===== config.mk =====
export PLATFORM = sky130hd
export DESIGN_NAME = pattern_detector_param
export DESIGN_NICKNAME = d
export VERILOG_FILES = /design/src/rtl/pattern_detector_param.sv
export SDC_FILE = /design/constraint.sdc
export NUM_CORES = 1
export LEC_CHECK = 0
export CORE_ASPECT_RATIO = 0.8
export CORE_UTILIZATION = 35
export DETAILED_ROUTE_END_ITERATION = 16
export SLEW_MARGIN = 5
export SYNTH_ARGS = -nofsm -noshare
export SYNTH_HDL_FRONTEND = slang
export SYNTH_SLANG_ARGS = --single-unit

===== constraint.sdc =====
create_clock -name clk -period 2 [get_ports clk]
set_input_delay 0.4 -clock clk [delete_from_list [all_inputs] [get_ports clk]]
set_output_delay 0.4 -clock clk [all_outputs]
set_load 0.01 [all_outputs]

===== src/rtl/pattern_detector_param.sv =====
// Sliding-window pattern detector for a valid-qualified symbol stream.
// The pattern can be reprogrammed at runtime. There are two reporting
// modes: a held flag with an ack handshake, or a one-cycle pulse per
// match with overlapping matches allowed.
// Ports:
//   clk           - clock; all state updates on the rising edge
//   reset_sync    - asynchronous, active-low reset
//   data_valid    - data holds a new symbol this cycle
//   data          - stream symbol (DATA_W bits)
//   pat_load      - load pat_in into the pattern register
//   pat_in        - new pattern; the MS symbol is matched first
//   ack           - host acknowledge / arm
//   found_pattern - registered detection flag
//   match_count   - saturating count of detections
//   busy          - high while a detection awaits its handshake
module pattern_detector_param #(
  parameter int unsigned                        DATA_W        = 8,
  parameter int unsigned                        PAT_LEN       = 4,
  parameter logic [PAT_LEN*DATA_W-1:0]          RESET_PATTERN = 32'h626F6D62,
  parameter bit                                 ACK_MODE      = 1'b1,
  parameter int unsigned                        CNT_W         = 8
) (
  input  logic                      clk,
  input  logic                      reset_sync,
  input  logic                      data_valid,
  input  logic [DATA_W-1:0]         data,
  input  logic                      pat_load,
  input  logic [PAT_LEN*DATA_W-1:0] pat_in,
  input  logic                      ack,
  output logic                      found_pattern,
  output logic [CNT_W-1:0]          match_count,
  output logic                      busy
);

  localparam int unsigned PAT_W  = PAT_LEN * DATA_W;
  localparam int unsigned FILL_W = $clog2(PAT_LEN + 1);

  typedef enum logic [1:0] {
    S_IDLE     = 2'd0,
    S_HUNT     = 2'd1,
    S_FOUND    = 2'd2,
    S_WAIT_ACK = 2'd3
  } state_e;

  state_e             state_q, state_d;
  logic [PAT_W-1:0]   window_q, window_d;
  logic [PAT_W-1:0]   pattern_q, pattern_d;
  logic [FILL_W-1:0]  fill_q, fill_d;
  logic [CNT_W-1:0]   count_q, count_d;
  logic               found_q, found_d;
  logic               busy_q, busy_d;
  logic [PAT_W-1:0]   window_shift_c;
  logic               load_ok_c;
  logic               match_c;

  // State register and registered outputs
  always_ff @(posedge clk or negedge reset_sync) begin
    if (!reset_sync) begin
      state_q   <= S_IDLE;
      window_q  <= '0;
      pattern_q <= RESET_PATTERN;
      fill_q    <= '0;
      count_q   <= '0;
      found_q   <= 1'b0;
      busy_q    <= 1'b0;
    end else begin
      state_q   <= state_d;
      window_q  <= window_d;
      pattern_q <= pattern_d;
      fill_q    <= fill_d;
      count_q   <= count_d;
      found_q   <= found_d;
      busy_q    <= busy_d;
    end
  end

  // Next-state, window/fill update, match detection and counter
  always_comb begin
    state_d        = state_q;
    window_d       = window_q;
    pattern_d      = pattern_q;
    fill_d         = fill_q;
    count_d        = count_q;
    match_c        = 1'b0;
    window_shift_c = {window_q[PAT_W-DATA_W-1:0], data};
    load_ok_c      = pat_load && ((state_q == S_IDLE) || (state_q == S_HUNT));

    unique case (state_q)
      S_IDLE: begin
        if (ack) state_d = S_HUNT;
      end
      S_HUNT: begin
        // A pattern load in the same cycle wins over the symbol
        if (data_valid && !load_ok_c) begin
          window_d = window_shift_c;
          if (fill_q != FILL_W'(PAT_LEN)) fill_d = fill_q + FILL_W'(1);
          if ((fill_q >= FILL_W'(PAT_LEN - 1)) && (window_shift_c == pattern_q)) begin
            match_c = 1'b1;
            // Handshake mode restarts from an empty window; pulse mode keeps
            // the window so overlapping matches are found
            if (ACK_MODE) begin
              state_d  = S_FOUND;
              window_d = '0;
              fill_d   = '0;
            end
          end
        end
      end
      S_FOUND: begin
        if (!ack) state_d = S_WAIT_ACK;
      end
      S_WAIT_ACK: begin
        if (ack) state_d = S_HUNT;
      end
      default: state_d = S_IDLE;
    endcase

    if (load_ok_c) begin
      pattern_d = pat_in;
      window_d  = '0;
      fill_d    = '0;
    end

    if (match_c && (count_q != {CNT_W{1'b1}})) count_d = count_q + CNT_W'(1);

    found_d = ACK_MODE ? ((state_d == S_FOUND) || (state_d == S_WAIT_ACK)) : match_c;
    busy_d  = ACK_MODE && ((state_d == S_FOUND) || (state_d == S_WAIT_ACK));
  end

  assign found_pattern = found_q;
  assign match_count   = count_q;
  assign busy          = busy_q;

endmodule


Word-level counts from Yosys, hierarchy flattened
Index checks and enable logic that the tools add are counted.
- register bits: 70
- input bits: 45
- output and inout port bits: 10
- word-level logic and storage cells: 48
- $add $sub $neg: 2
- order comparisons: 1
- equal/unequal tests: 8
- mux-type cells: 17
- reductions and logical operators: 14
- operators by type and width (cell ; number):
    two-way mux 24 bit ; 4
    == test 32 bit ; 1
    two-way mux 3 bit ; 5
    adder 8 x 1 -> 8 bit (second input constant) ; 1
    == test 2 bit (second input constant) ; 4
    two-way mux 2 bit ; 4
    != test 8 bit (second input constant) ; 1
    one-hot mux 2 bit (3 select lines) ; 1
    logical AND 1 bit ; 4
    nonzero test 2 bit ; 2
    adder 3 x 1 -> 3 bit (second input constant) ; 1
    >= comparator 3 x 2 -> 1 bit (second input constant) ; 1
    two-way mux 1 bit ; 3
    != test 3 bit (second input constant) ; 1
    AND reduction 3 bit ; 1
    nonzero test 3 bit ; 1
    == test 2 x 1 -> 1 bit (second input constant) ; 1
    zero test 2 bit ; 1
    logical OR 1 bit ; 2
    AND reduction 2 bit ; 1
    OR reduction 2 bit ; 1
    zero test 1 bit ; 1

Longest topological paths before layout
- depth after elaboration: 9
- gate-level depth with buffers: 9
- mapped depth without buffers: 8

Worst setup path before layout
No wires, ideal clock.
- path kind: register -> register
- from: reg state_q[0]
- to: reg pattern_q[12]
- setup time: 0.125 ns
- arrival: 1.778 ns
- data required time: 1.875 ns
- slack: 0.097 ns
- stages on the path, launching flop included: 6
- path buffers: 2
- clock period less this slack: 1.903 ns
- path through: dfrtp_1 -> ha_1 -> clkbuf_1 -> o21ai_2 -> clkbuf_1 -> mux2_2
- word-level cells in the longest chain between the ends: 3
- elaborated cells between the ends (all ways): 4
- classes of those cells: 1 x eq/ne; 3 x reduce/logical
- RTL lines (element ; line ; RTL):
    start: declaration ; 45 ; state_e state_q, state_d;
    start signal: assignment ; 67 ; state_q <= state_d;
    == test 2 x 1 -> 1 bit / zero test 2 bit (equally long branches) ; 86 ; load_ok_c = pat_load && ((state_q == S_IDLE) || (state_q == S_HUNT));
    logical OR 1 bit * ; 86 ;
    logical AND 1 bit * ; 86 ;
    end signal: assignment ; 69 ; pattern_q <= pattern_d;
    end: declaration ; 47 ; logic [PAT_W-1:0] pattern_q, pattern_d;
Mark *: on every way between the ends. The rest lies on a longest branch, timed or not.
A chain may end at the register's enable or synchronous reset.

Worst setup path after layout
- from: reg pattern_q[25]
- to: reg count_q[1], in the netlist match_count[1]
- word-level cells in the longest chain between the ends: 6
- RTL lines (element ; line ; RTL):
    == test 32 bit ; 97 ; if ((fill_q >= FILL_W'(PAT_LEN - 1)) && (window_shift_c == pattern_q)) begin
    logical AND 1 bit ; 97 ;
    two-way mux 1 bit ; 97 ;
    two-way mux 1 bit ; 94 ; if (data_valid && !load_ok_c) begin
    two-way mux 1 bit ; 88 ; unique case (state_q)
    logical AND 1 bit ; 124 ; if (match_c && (count_q != {CNT_W{1'b1}})) count_d = count_q + CNT_W'(1);
    end signal: assignment ; 71 ; count_q <= count_d;
    end: declaration ; 49 ; logic [CNT_W-1:0] count_q, count_d;
No other way between the ends.

==> flow_metrics.py <==
metrics = {
    "timing": {
        "slew_viol_final": 0,
        "period_share_pct": 107,
        "finalSetupViolCount": 35,
        "finalHoldViolCount": 0,
        "setup_ws_ns": -0.143,
        "clock_skew_ns": 0.00553,
        "tightest_slew_ns": 0.433,
        "grt_setup_unrepaired": "yes",
        "relSlewSlack_pct": 71.2,
        "fin_crit_ns": 2.14,
        "setup_tns_ns": -3.05,
        "max_freq_ghz": 0.467,
    },
    "synthesis": {
        "synth_top_area_share_pct": 40.4,
        "synth_cell_types": 35,
        "syn_avg_cell_area_um2": 12.5,
        "netlist.top_cell.by_area": "dfrtp_1",
        "synth_seq_cells": 70,
        "synth_most_common_cell": "dfrtp_1",
        "syn-cell-area_um2": 3290,
        "synth_edf_count": 0,
        "ys_warn_count": 0,
        "seq_area_frac_synth_pct": 53.9,
        "synth_nets": 315,
        "synthCells": 263,
        "async_reset_ff_share_pct": 100,
        "synth_commonest_cells": "53 x dfrtp_1, 32 x mux2_2, 28 x xor2_1",
        "ys_top_cells_by_area": "dfrtp_1 40%, dfstp_2 14%, mux2_2 11%, xor2_1 7.5%, a22o_1 6.7%",
        "synthFlopType": "dfrtp_1",
    },
    "outcome": {
        "violations": "setup timing",
        "run_status": "finished, violations left",
    },
    "floorplanning": {
        "core_um2": 9080,
        "die_w_um": 110,
        "row_count": 31,
        "die_y_um": 88.7,
        "die_area_um2": 9780,
        "ios": 55,
        "start_util_pct": 36.2,
    },
    "final_layout": {
        "instances_no_fill": 472,
        "nets": 404,
        "syn_to_final_growth_pct": 41.1,
        "diodes": 0,
        "nFillCells": 825,
        "drive_gt1_share_pct": 32.5,
    },
    "clock_network": {
        "cts_sinks": 70,
        "cts_tree": "built",
        "worstSkewPairLatency_ns": 0.33,
        "clkTransAtPathRegs_ns": 0.06,
        "cts_root_buf": "clkbuf_16",
        "h-tree-depth": 3,
        "cts_buffers": 9,
        "clockBufferDepth": 2,
        "postCtsHoldBufs": 0,
    },
    "routing": {
        "num_vias": 2320,
        "viasPerCell": 4.92,
        "drt_iter0_drc": 84,
        "drt-pass1-iter-count": 4,
        "drc_errors": 0,
        "avgRoutedWirePerCell_um": 15.0,
        "ant_nets": 0,
        "drt_wl_total_um": 7100,
    },
    "critical_path": {
        "cp.required_ns": 2.22,
        "cp.arrival_ns": 2.36,
        "critPathLaunchType": "flip-flop",
        "critPathCaptureType": "flip-flop",
        "path_class": "reg2reg",
        "cp_max_fo": 8,
    },
    "job": {
        "timing.max_cap.violations": 0,
    },
    "worst_hold_path": {
        "hold_path.class": "in2async",
    },
    "power": {
        "p_leak_uw": 0.00208,
        "powerDensity_nw_per_um2": 1290,
        "vdd_drop_max_uv": 693,
    },
    "place": {
        "dp_hpwl_um": 5250,
        "placedCellCount": 454,
        "place.gp.congestion": 0.805,
        "dp_slack_ns": -0.625,
        "port-buffer-count": 54,
    },
    "global_route": {
        "grt_max_degree": 26,
        "overflow": 0,
        "grt_pass1_vias": 2293,
        "grt_busiest_layer": "met2",
        "grt_pass1_wl_um": 11700,
        "grtUsageMet3_pct": 3.98,
        "use_met1_pct": 23.3,
        "use_met2_pct": 23.3,
        "antenna_found_initial": 0,
        "track_usage_pct": 16.0,
    },
}
==> what timing repair did <==
action,CTS,global route
setup endpoints to repair,38,38
setup buffers,2,0
gates resized for setup,9,6
pin swaps,7,7
==> logic make-up (layout without fill, tap and decap cells) <==
family          after synthesis  in the layout  synth area share (%)
xor+xnor                     38             38                  10.1
mux                          33             33                  11.4
simple gates                 48             48                  8.22
fa+ha+maj                     7              7                  2.66
compound gates               45             45                  10.7
flops                        70             70                  53.9
buf+inv                      22            116                  2.89
==> metrics by stage <==
| step | hold WS [ns] | total power (uW) | instance area [um2] | utilization [%] |
|---|---|---|---|---|
| 2_1_floorplan | 0.104 | 3470 | 3290 | - |
| 3_3_place_gp | 0.371 | 4160 | 4210 | 46.4 |
| 3_5_place_dp | 0.368 | 4210 | 4210 | 46.4 |
| 4_1_cts | 0.0166 | 5980 | 4600 | 50.6 |
| 5_1_grt | 0.0351 | 6340 | 4640 | 51.1 |
| 6_report | 0.0110 | 5970 | 4640 | 51.1 |
==> critical path, cell delays in order (launching register included) <==
cell and delay (ns):
dfstp_2 0.55, xor2_2 0.07, nor4_2 0.35, buf_4 0.18, nand2_4 0.05, nor4_4 0.30, buf_6 0.18, nand2_4 0.05
mux2_4 0.28
==> path summary, 6_finish.rpt <==
check | from | slack (ns) | to | depth (start not counted)
setup reg to reg | pattern_q[25]$_DFFE_PN1N_ | -0.14 | match_count[1]$_DFFE_PN0P_ | 8
max in group asynchronous | reset_sync | 1.41 | pattern_q[1]$_DFFE_PN1N_ | 2
min in group clk | match_count[6]$_DFFE_PN0P_ | 0.49 | match_count[6]$_DFFE_PN0P_ | 1
hold / removal | reset_sync | 0.01 | pattern_q[24]$_DFFE_PN0N_ | 1
setup / recovery | pattern_q[25]$_DFFE_PN1N_ | -0.14 | match_count[1]$_DFFE_PN0P_ | 8
hold reg to reg | match_count[6]$_DFFE_PN0P_ | 0.49 | match_count[6]$_DFFE_PN0P_ | 1
==> cell usage in the layout, fill, tap and decap left out, types with 2 or more instances in the layout <==
cell / instances
a21o_1: 2
a21oi_1: 2
a22o_1: 25
and2_1: 5
and3_1: 2
buf_12: 4
buf_4: 30
bufinv_16: 2
clkbuf_16: 9
clkdlybuf4s50_1: 53
clkinv_4: 3
dfrtp_1: 53
dfstp_2: 17
ha_1: 7
inv_1: 11
mux2_2: 32
nand2_1: 6
nand2_4: 2
nand3_1: 4
nand4_1: 7
nor2_1: 7
nor2b_1: 2
nor4_1: 7
nor4_2: 4
o21ai_0: 4
o21ai_1: 2
o21ai_2: 2
o22ai_1: 2
xnor2_1: 10
xor2_1: 26
xor2_2: 2
==> where the power goes <==
part	internal (uW)	switching (uW)	total, uW
Combinational	1030	931	1960
Sequential	1980	343	2320
Clock	1090	592	1690
==> layer usage <==
metal	vias up	share of wire [%]	routed length (um)
met2	41	44	3160
met1	1149	51	3590
met4	0	1.4	102
li1	1122	-	-
met3	8	3.5	249
met5	-	0	0
==> area by class of cell <==
class / count / area, um2 / area share [%]
clock buffers: 9 / 225 / 4.86
clock inverters: 7 / 98.8 / 2.13
inverters: 11 / 41.3 / 0.890
multi-input cells: 171 / 1500 / 32.4
flip-flops and latches: 70 / 1770 / 38.2
well taps: 115 / 144 / 3.10
repair buffers: 89 / 852 / 18.4
==> sequential cells by signal, summed over array words and instances (netlist names) <==
name / flops
pattern_q: 32
window_q: 24
match_count: 8
fill_q: 3
state_q: 2
busy: 1
Note: power is estimated with default switching activity, not from simulation.
